$ cat src/rtl/muldiv_unit.sv
// Iterative HI/LO multiply/divide unit: shift-add multiply and restoring divide,
// one bit per cycle, plus direct MTHI/MTLO writes.
module muldiv_unit #(
    parameter int WIDTH = 32,
    parameter int CNT_W = 5
) (
    input  logic             clk,
    input  logic             rst_n,
    input  logic             start,
    input  logic [2:0]       op,
    input  logic [WIDTH-1:0] a,
    input  logic [WIDTH-1:0] b,
    input  logic             flush,
    output logic             busy,
    output logic             done,
    output logic [WIDTH-1:0] hi,
    output logic [WIDTH-1:0] lo
);

    localparam logic [2:0] OP_MULT  = 3'b000;
    localparam logic [2:0] OP_MULTU = 3'b001;
    localparam logic [2:0] OP_DIV   = 3'b010;
    localparam logic [2:0] OP_DIVU  = 3'b011;
    localparam logic [2:0] OP_MTHI  = 3'b100;
    localparam logic [2:0] OP_MTLO  = 3'b101;

    typedef enum logic [1:0] {S_IDLE, S_MUL, S_DIV, S_FIN} state_t;

    state_t               state_q, state_d;
    logic [CNT_W-1:0]     cnt_q, cnt_d;
    logic [2*WIDTH-1:0]   acc_q, acc_d;
    logic [WIDTH-1:0]     a_q, a_d, b_q, b_d;
    logic                 neg_a_q, neg_a_d, neg_b_q, neg_b_d;
    logic                 is_div_q, is_div_d;
    logic [WIDTH-1:0]     hi_q, hi_d, lo_q, lo_d;
    logic                 done_q, done_d;

    logic                 signed_op, a_neg, b_neg;
    logic [WIDTH-1:0]     a_abs, b_abs;
    logic [WIDTH:0]       mul_sum, div_shift;
    logic [WIDTH-1:0]     div_rem;
    logic                 div_ge, last_iter;
    logic [2*WIDTH-1:0]   fin_prod;
    logic [WIDTH-1:0]     fin_quo, fin_rem, a_orig;

    // Datapath: operand conditioning, one iteration step and final sign fix-up.
    always_comb begin
        signed_op = (op == OP_MULT) || (op == OP_DIV);
        a_neg     = signed_op && a[WIDTH-1];
        b_neg     = signed_op && b[WIDTH-1];
        a_abs     = a_neg ? -a : a;
        b_abs     = b_neg ? -b : b;

        mul_sum   = {1'b0, acc_q[2*WIDTH-1:WIDTH]}
                  + (acc_q[0] ? {1'b0, a_q} : {(WIDTH+1){1'b0}});
        div_shift = acc_q[2*WIDTH-1:WIDTH-1];
        div_ge    = div_shift >= {1'b0, b_q};
        div_rem   = div_shift[WIDTH-1:0] - b_q;
        last_iter = (cnt_q == CNT_W'(WIDTH-1));

        fin_prod  = (neg_a_q ^ neg_b_q) ? -acc_q : acc_q;
        fin_quo   = (neg_a_q ^ neg_b_q) ? -acc_q[WIDTH-1:0] : acc_q[WIDTH-1:0];
        fin_rem   = neg_a_q ? -acc_q[2*WIDTH-1:WIDTH] : acc_q[2*WIDTH-1:WIDTH];
        a_orig    = neg_a_q ? -a_q : a_q;
    end

    always_comb begin
        // NOTE: every next-state signal gets its hold value first so no path infers a latch.
        state_d  = state_q;
        cnt_d    = cnt_q;
        acc_d    = acc_q;
        a_d      = a_q;
        b_d      = b_q;
        neg_a_d  = neg_a_q;
        neg_b_d  = neg_b_q;
        is_div_d = is_div_q;
        hi_d     = hi_q;
        lo_d     = lo_q;
        done_d   = 1'b0;

        unique case (state_q)
            S_IDLE: begin
                if (start && !flush) begin
                    unique case (op)
                        OP_MULT, OP_MULTU, OP_DIV, OP_DIVU: begin
                            a_d      = a_abs;
                            b_d      = b_abs;
                            neg_a_d  = a_neg;
                            neg_b_d  = b_neg;
                            cnt_d    = '0;
                            is_div_d = op[1];
                            acc_d    = op[1] ? {{WIDTH{1'b0}}, a_abs} : {{WIDTH{1'b0}}, b_abs};
                            state_d  = op[1] ? S_DIV : S_MUL;
                        end
                        OP_MTHI: hi_d = a;
                        OP_MTLO: lo_d = a;
                        default: ;
                    endcase
                end
            end
            S_MUL, S_DIV: begin
                if (flush) begin
                    state_d = S_IDLE;
                    cnt_d   = '0;
                end else begin
                    if (state_q == S_MUL)
                        acc_d = {mul_sum, acc_q[WIDTH-1:1]};
                    else if (div_ge)
                        acc_d = {div_rem, acc_q[WIDTH-2:0], 1'b1};
                    else
                        acc_d = {acc_q[2*WIDTH-2:0], 1'b0};
                    cnt_d = last_iter ? '0 : cnt_q + 1'b1;
                    if (last_iter)
                        state_d = S_FIN;
                end
            end
            S_FIN: begin
                state_d = S_IDLE;
                if (!flush) begin
                    done_d = 1'b1;
                    if (!is_div_q) begin
                        {hi_d, lo_d} = fin_prod;
                    end else if (b_q == '0) begin
                        // Divide by zero returns all-ones quotient and the untouched dividend.
                        lo_d = '1;
                        hi_d = a_orig;
                    end else begin
                        lo_d = fin_quo;
                        hi_d = fin_rem;
                    end
                end
            end
            default: state_d = S_IDLE;
        endcase
    end

    always_ff @(posedge clk or negedge rst_n) begin
        if (!rst_n) begin
            state_q  <= S_IDLE;
            cnt_q    <= '0;
            acc_q    <= '0;
            a_q      <= '0;
            b_q      <= '0;
            neg_a_q  <= 1'b0;
            neg_b_q  <= 1'b0;
            is_div_q <= 1'b0;
            hi_q     <= '0;
            lo_q     <= '0;
            done_q   <= 1'b0;
        end else begin
            // NOTE: non-blocking assignments so every register samples pre-edge values.
            state_q  <= state_d;
            cnt_q    <= cnt_d;
            acc_q    <= acc_d;
            a_q      <= a_d;
            b_q      <= b_d;
            neg_a_q  <= neg_a_d;
            neg_b_q  <= neg_b_d;
            is_div_q <= is_div_d;
            hi_q     <= hi_d;
            lo_q     <= lo_d;
            done_q   <= done_d;
        end
    end

    assign busy = (state_q != S_IDLE);
    assign done = done_q;
    assign hi   = hi_q;
    assign lo   = lo_q;

endmodule
$ cat config.mk
export PLATFORM = sky130hd
export DESIGN_NAME = muldiv_unit
export DESIGN_NICKNAME = d
export VERILOG_FILES = /design/src/rtl/muldiv_unit.sv
export SDC_FILE = /design/constraint.sdc
export NUM_CORES = 1
export LEC_CHECK = 0
export CAP_MARGIN = 5
export CORE_MARGIN = 10
export CORE_UTILIZATION = 51
export CTS_CLUSTER_SIZE = 12
export DETAILED_ROUTE_END_ITERATION = 12
export PLACE_DENSITY = 0.71
export SLEW_MARGIN = 40
export SYNTH_ARGS = -nofsm -noshare
export SYNTH_HDL_FRONTEND = slang
export SYNTH_SLANG_ARGS = --single-unit
export TNS_END_PERCENT = 10
$ cat constraint.sdc
create_clock -name clk -period 10.3 [get_ports clk]
set_input_delay 3.09 -clock clk [delete_from_list [all_inputs] [get_ports clk]]
set_output_delay 3.09 -clock clk [all_outputs]
set_load 0.05 [all_outputs]
Yosys cells after proc, flatten, opt, wreduce, memory -nomap -nowiden
Index checks and enable logic that the tools add are counted.

Add/sub/neg operators: 9. Order comparisons: 1. Equality and inequality tests: 16. Multiplexer cells: 39. Bitwise operators: 1. Reduce and logical (&&, ||, !) cells: 19.

Operators with widths (count): 32-bit 2-to-1 mux (17); 64-bit 2-to-1 mux (6); 32-bit negation (5); 32-bit case mux with 2 select lines (2); 64-bit case mux with 2 select lines (1); 64-bit negation (1); 32-bit by 32-bit adder with 33-bit output (1); 33-bit by 32-bit greater-or-equal comparator with 1-bit output (1); 32-bit logical NOT (1); 32-bit subtractor (1); 5-bit 2-to-1 mux (4); 4-bit AND reduction (3); 2-bit 2-to-1 mux (5); 5-bit case mux with 2 select lines (1); 3-bit AND reduction (3); 3-bit by 2-bit equality test with 1-bit output (second input constant) (2); 3-bit equality test (second input constant) (2); 2-bit by 1-bit inequality test with 1-bit output (second input constant) (3); 2-bit inequality test (second input constant) (3); 2-bit case mux with 3 select lines (1); 2-bit nonzero test (3); 5-bit by 1-bit adder with 5-bit output (second input constant) (1); 5-bit equality test (second input constant) (1); 2-bit equality test (second input constant) (2); 12 further kinds (15).

Register bits: 203. Bits of input ports: 71. Output and inout port bits: 66. Word-level logic and storage cells: 96.

Longest topological paths before layout
Depth after elaboration: 8. Mapped depth: 15. Depth with buffers taken out: 15.

Worst setup path before layout
No wires, ideal clock.

Path type: input -> register. Start point: input b[1]. End point: register acc_q[29]. Library setup time: 0.123 ns. Arrival: 5.360 ns. Path slack: 4.818 ns. Stages on the path: 9. Cells stage by stage: or4_4 nor4_4 nor4b_4 nand3_1 or3_1 o21ai_0 xor2_1 mux2i_1 o221a_2.

Longest elaborated chain between the ends: 6.

RTL lines: start, declared (line 12) `input logic [WIDTH-1:0] b,`; 32-bit negation (line 52) `b_abs = b_neg ? -b : b;`; 32-bit 2-to-1 mux (line 52); 32-bit 2-to-1 mux (line 92) `acc_d = op[1] ? {{WIDTH{1'b0}}, a_abs} : {{WIDTH{1'b0}}, b_abs};`; 64-bit 2-to-1 mux (line 84) `unique case (op)`; 64-bit 2-to-1 mux (line 83) `if (start && !flush) begin`; 64-bit case mux with 2 select lines (line 81) `unique case (state_q)`; end signal, assigned (line 141) `acc_q <= '0;`; end signal, assigned (line 154) `acc_q <= acc_d;`; end, declared (line 31) `logic [2*WIDTH-1:0] acc_q, acc_d;`.

No other way between the ends. The select of a mux whose other input is x is not followed. A chain may end at the register's enable or synchronous reset.

Worst setup path in the final report
Start point: input a[5]. End point: register acc_q[29].

Longest elaborated chain between the ends: 6.

RTL lines: start, declared (line 11) `input logic [WIDTH-1:0] a,`; 32-bit negation (line 51) `a_abs = a_neg ? -a : a;`; 32-bit 2-to-1 mux (line 51); 32-bit 2-to-1 mux (line 92); 64-bit 2-to-1 mux (line 84); 64-bit 2-to-1 mux (line 83); 64-bit case mux with 2 select lines (line 81).

No other way between the ends. The select of a mux whose other input is x is not followed.

==> results.yml <==
cells_and_area:
  drive_gt1_frac: 0.0597
  seqCellArea_um2: 5080
  final_common_cell: "nand2_1"
  final_cell_mix: "282 x nand2_1, 279 x o21ai_0, 201 x dfrtp_1"
  n_fill_cell: 3060
  area.growth.synth_to_final_pct: 13.9
  multi_input_area_um2: 11500
  final_nets: 2410
  stdcell_area_um2: 19800
  stdcell_count: 2727
  insertedDiodeCount: 0
  final_util: 0.589
synthesis:
  syn_inst: 2228
  syn-num-nets: 2376
  ys.flop_type: "dfrtp_1"
  async_flop_share: 1.00
  syn_avg_cell_area_um2: 7.79
  ys_ff_latch: 203
  synth_edf_count: 0
  synth.distinct_cells: 78
  yosys_warnings: 0
  syn_area_um2: 17400
  seq_area_frac_synth: 0.293
sta:
  setup_ws_ps: 4410
  setup_tns_ps: 0
  maxSlewViolCount: 0
  post-route-period-util: 0.572
  worstMarginPinSlew_ps: 872
  report.final.hold_viol_count: 0
  timing.fmax_mhz: 170
  rsz0062_at_grt: "no"
  finalSetupViolCount: 0
  skew_ps: 33.6
  period_needed_ps: 5890
  relSlewSlack: 0.418
floorplanning:
  die_area_um2: 41800
  die_h_um: 204
  start_util: 0.518
  die_x_um: 204
  ios: 137
  coreArea_um2: 33500
  fp-row-count: 67
global_route:
  met2_usage: 0.473
  gr-max-usage-layer: "met2"
  grt-ovfl-total: 0
  grt_start_max_net_pins: 95
  antenna_found_initial: 0
  grt_use_total: 0.313
  use_met3: 0.0558
  grt_pass1_vias: 16300
  grtUsageMet1: 0.441
  grt_pass1_wl_mm: 102
drt:
  vias: 17700
  drcViolationCount: 0
  viasPerCell: 6.50
  drtIter0Drc: 2209
  drtAntennaViolNets: 0
  wl_per_cell_um: 25.0
  dr.pass1.iters: 6
  totalWireLength_mm: 68.1
clock_tree:
  cts_tree: "yes"
  h-tree-depth: 1
  clock-sinks: 203
  cts_made_buffers: 24
  post_cts_buffers: 0
  ctsHoldBuffers: 0
  insertion_delay_ps: 560
  cts_max_path_buffers: 3
  root_buffer: "clkbuf_16"
  path_clk_slew_ps: 70
  cts_resized: 0
flow_run:
  cap_violations: 0
place:
  pre_cts_slack_ps: 3990
  hpwl_mm: 52.2
  dp.cells: 2683
  gp_congestion: 1.01
  placed_cell_area_um2: 18900
  portBuffers: 136
power_and_ir_drop:
  p_per_area_nw_per_um2: 379
  p_switching_mw: 3.98
  p_sw_frac: 0.532
  p_leak_nw: 8.29
  p_comb_frac: 0.645
  clkPwrFrac: 0.119
  peakVddDrop_mv: 0.194
  seqPwrFrac: 0.236
  internal-power_mw: 3.50
worst_hold_path:
  min_from: "lo[1]$_DFFE_PN0P_"
  hold_class: "reg -> reg"
worst_setup_path:
  cp-startpoint: "a[5]"
  path_buf_inv: 1
  r2r-start: "acc_q[0]$_DFFE_PN0P_"
  critPathArrivalTime_ps: 6350
  slowest_stage: "clkdlybuf4s50_1"
  cp_slowest_stage_delay_ps: 550
  cp-end-kind: "register"
  cpMostUsedCell: "nor4_1"
  crit_fanout: 7
  start_kind: "primary input"
  crit_type: "in -> reg"
  crit_chain: "clkdlybuf4s50_1 > nor4_1 > nor2b_1 > nand3_1 > nor4_1 > nand2_1 > o31ai_1 > xor2_1 > mux2i_1 > o221a_2"
  cp_data_required_time_ps: 10750
  critical_path.top_delay_family: "simple AND/OR/NAND/NOR gates"
outcome:
  status: "completed"
-- worst register-to-register path, cell delays in order (launching register included) --
cell     delay, ps
dfrtp_2        590
inv_1          310
ha_1           250
or4b_2         670
nor4_4         360
and2_0         520
nand2_1        510
or4_1          610
a21oi_1        150
o32a_1         300
o22ai_1        150
o21ai_1        140
-- worst paths after layout --
check                                        end  slack [ps]  cells after the start
max in group asynchronous    neg_a_q$_DFFE_PN0P_        6520                      2
max                        acc_q[29]$_DFFE_PN0P_        4410                     10
max reg2reg                   hi[28]$_DFFE_PN0P_        5660                     11
min in group asynchronous  acc_q[45]$_DFFE_PN0P_        2570                      1
min                            lo[1]$_DFFE_PN0P_         470                      2
min reg2reg                    lo[1]$_DFFE_PN0P_         470                      2
-- metrics by stage --
step,total power [mW],hold slack [ps]
final,7.49,474
after floorplan,5.00,472
after global routing,7.96,499
after detailed placement,6.47,469
after global placement,6.40,463
after CTS,7.38,482
-- power groups by stage --
stage	Clock (mW)	Sequential [mW]	Combinational, mW
finish	0.894	1.77	4.83
global route	0.931	1.79	5.23
floorplan	0	1.84	3.17
global placement	0	1.73	4.66
detailed placement	0	1.75	4.72
CTS	0.899	1.73	4.74
-- sequential cells by signal (all words and copies together), names as in the netlist --
| register | flops |
|---|---|
| a_q | 32 |
| state_q | 2 |
| hi | 32 |
| cnt_q | 5 |
| done | 1 |
| neg_b_q | 1 |
| b_q | 32 |
| neg_a_q | 1 |
| acc_q | 64 |
| is_div_q | 1 |
| lo | 32 |
-- cell families (layout without fill, tap and decap cells) --
group | count (synthesis) | count (layout) | share of synthesized area
buffers and inverters | 220 | 271 | 0.0482
multiplexers | 68 | 68 | 0.0420
adder cells (fa/ha/maj) | 77 | 77 | 0.0564
AND/OR/NAND/NOR | 720 | 720 | 0.202
AO/OA/AOI/OAI | 719 | 719 | 0.247
flip-flops | 203 | 203 | 0.293
XOR/XNOR | 221 | 221 | 0.112
-- cell usage after synthesis (18+ instances only) --
library cell | instances | area share
nor2_1 | 138 | 0.030
nand2_1 | 284 | 0.061
o22ai_1 | 32 | 0.012
o21ai_0 | 279 | 0.080
mux2_2 | 29 | 0.019
a21oi_1 | 178 | 0.051
inv_1 | 67 | 0.014
nor4_1 | 24 | 0.0087
a211oi_1 | 28 | 0.012
and2_1 | 42 | 0.015
or4_1 | 20 | 0.0087
o211ai_1 | 20 | 0.0087
ha_1 | 75 | 0.054
clkbuf_1 | 134 | 0.029
mux2i_1 | 38 | 0.022
xor2_1 | 102 | 0.051
nand3_1 | 36 | 0.010
or3_1 | 24 | 0.0087
xnor2_1 | 119 | 0.060
a21o_1 | 34 | 0.015
o221ai_1 | 18 | 0.0091
dfrtp_1 | 203 | 0.29
nor3_1 | 44 | 0.013
o31ai_1 | 27 | 0.012
and3_1 | 25 | 0.0090
-- layout make-up --
| class | instances | area share |
|---|---|---|
| clock buffers | 32 | 0.0334 |
| clock inverters | 11 | 0.00735 |
| inverters | 68 | 0.0129 |
| multi-input cells | 1805 | 0.582 |
| flip-flops and latches | 203 | 0.257 |
| well taps | 448 | 0.0284 |
| repair buffers | 160 | 0.0787 |
-- per-layer routing --
| metal | wire [um] | vias to the layer above |
|---|---|---|
| li1 | - | 8065 |
| met4 | 2250 | 0 |
| met5 | 0 | - |
| met1 | 28800 | 8538 |
| met2 | 29800 | 975 |
| met3 | 7320 | 138 |
Power figures use the tool's default switching activity.
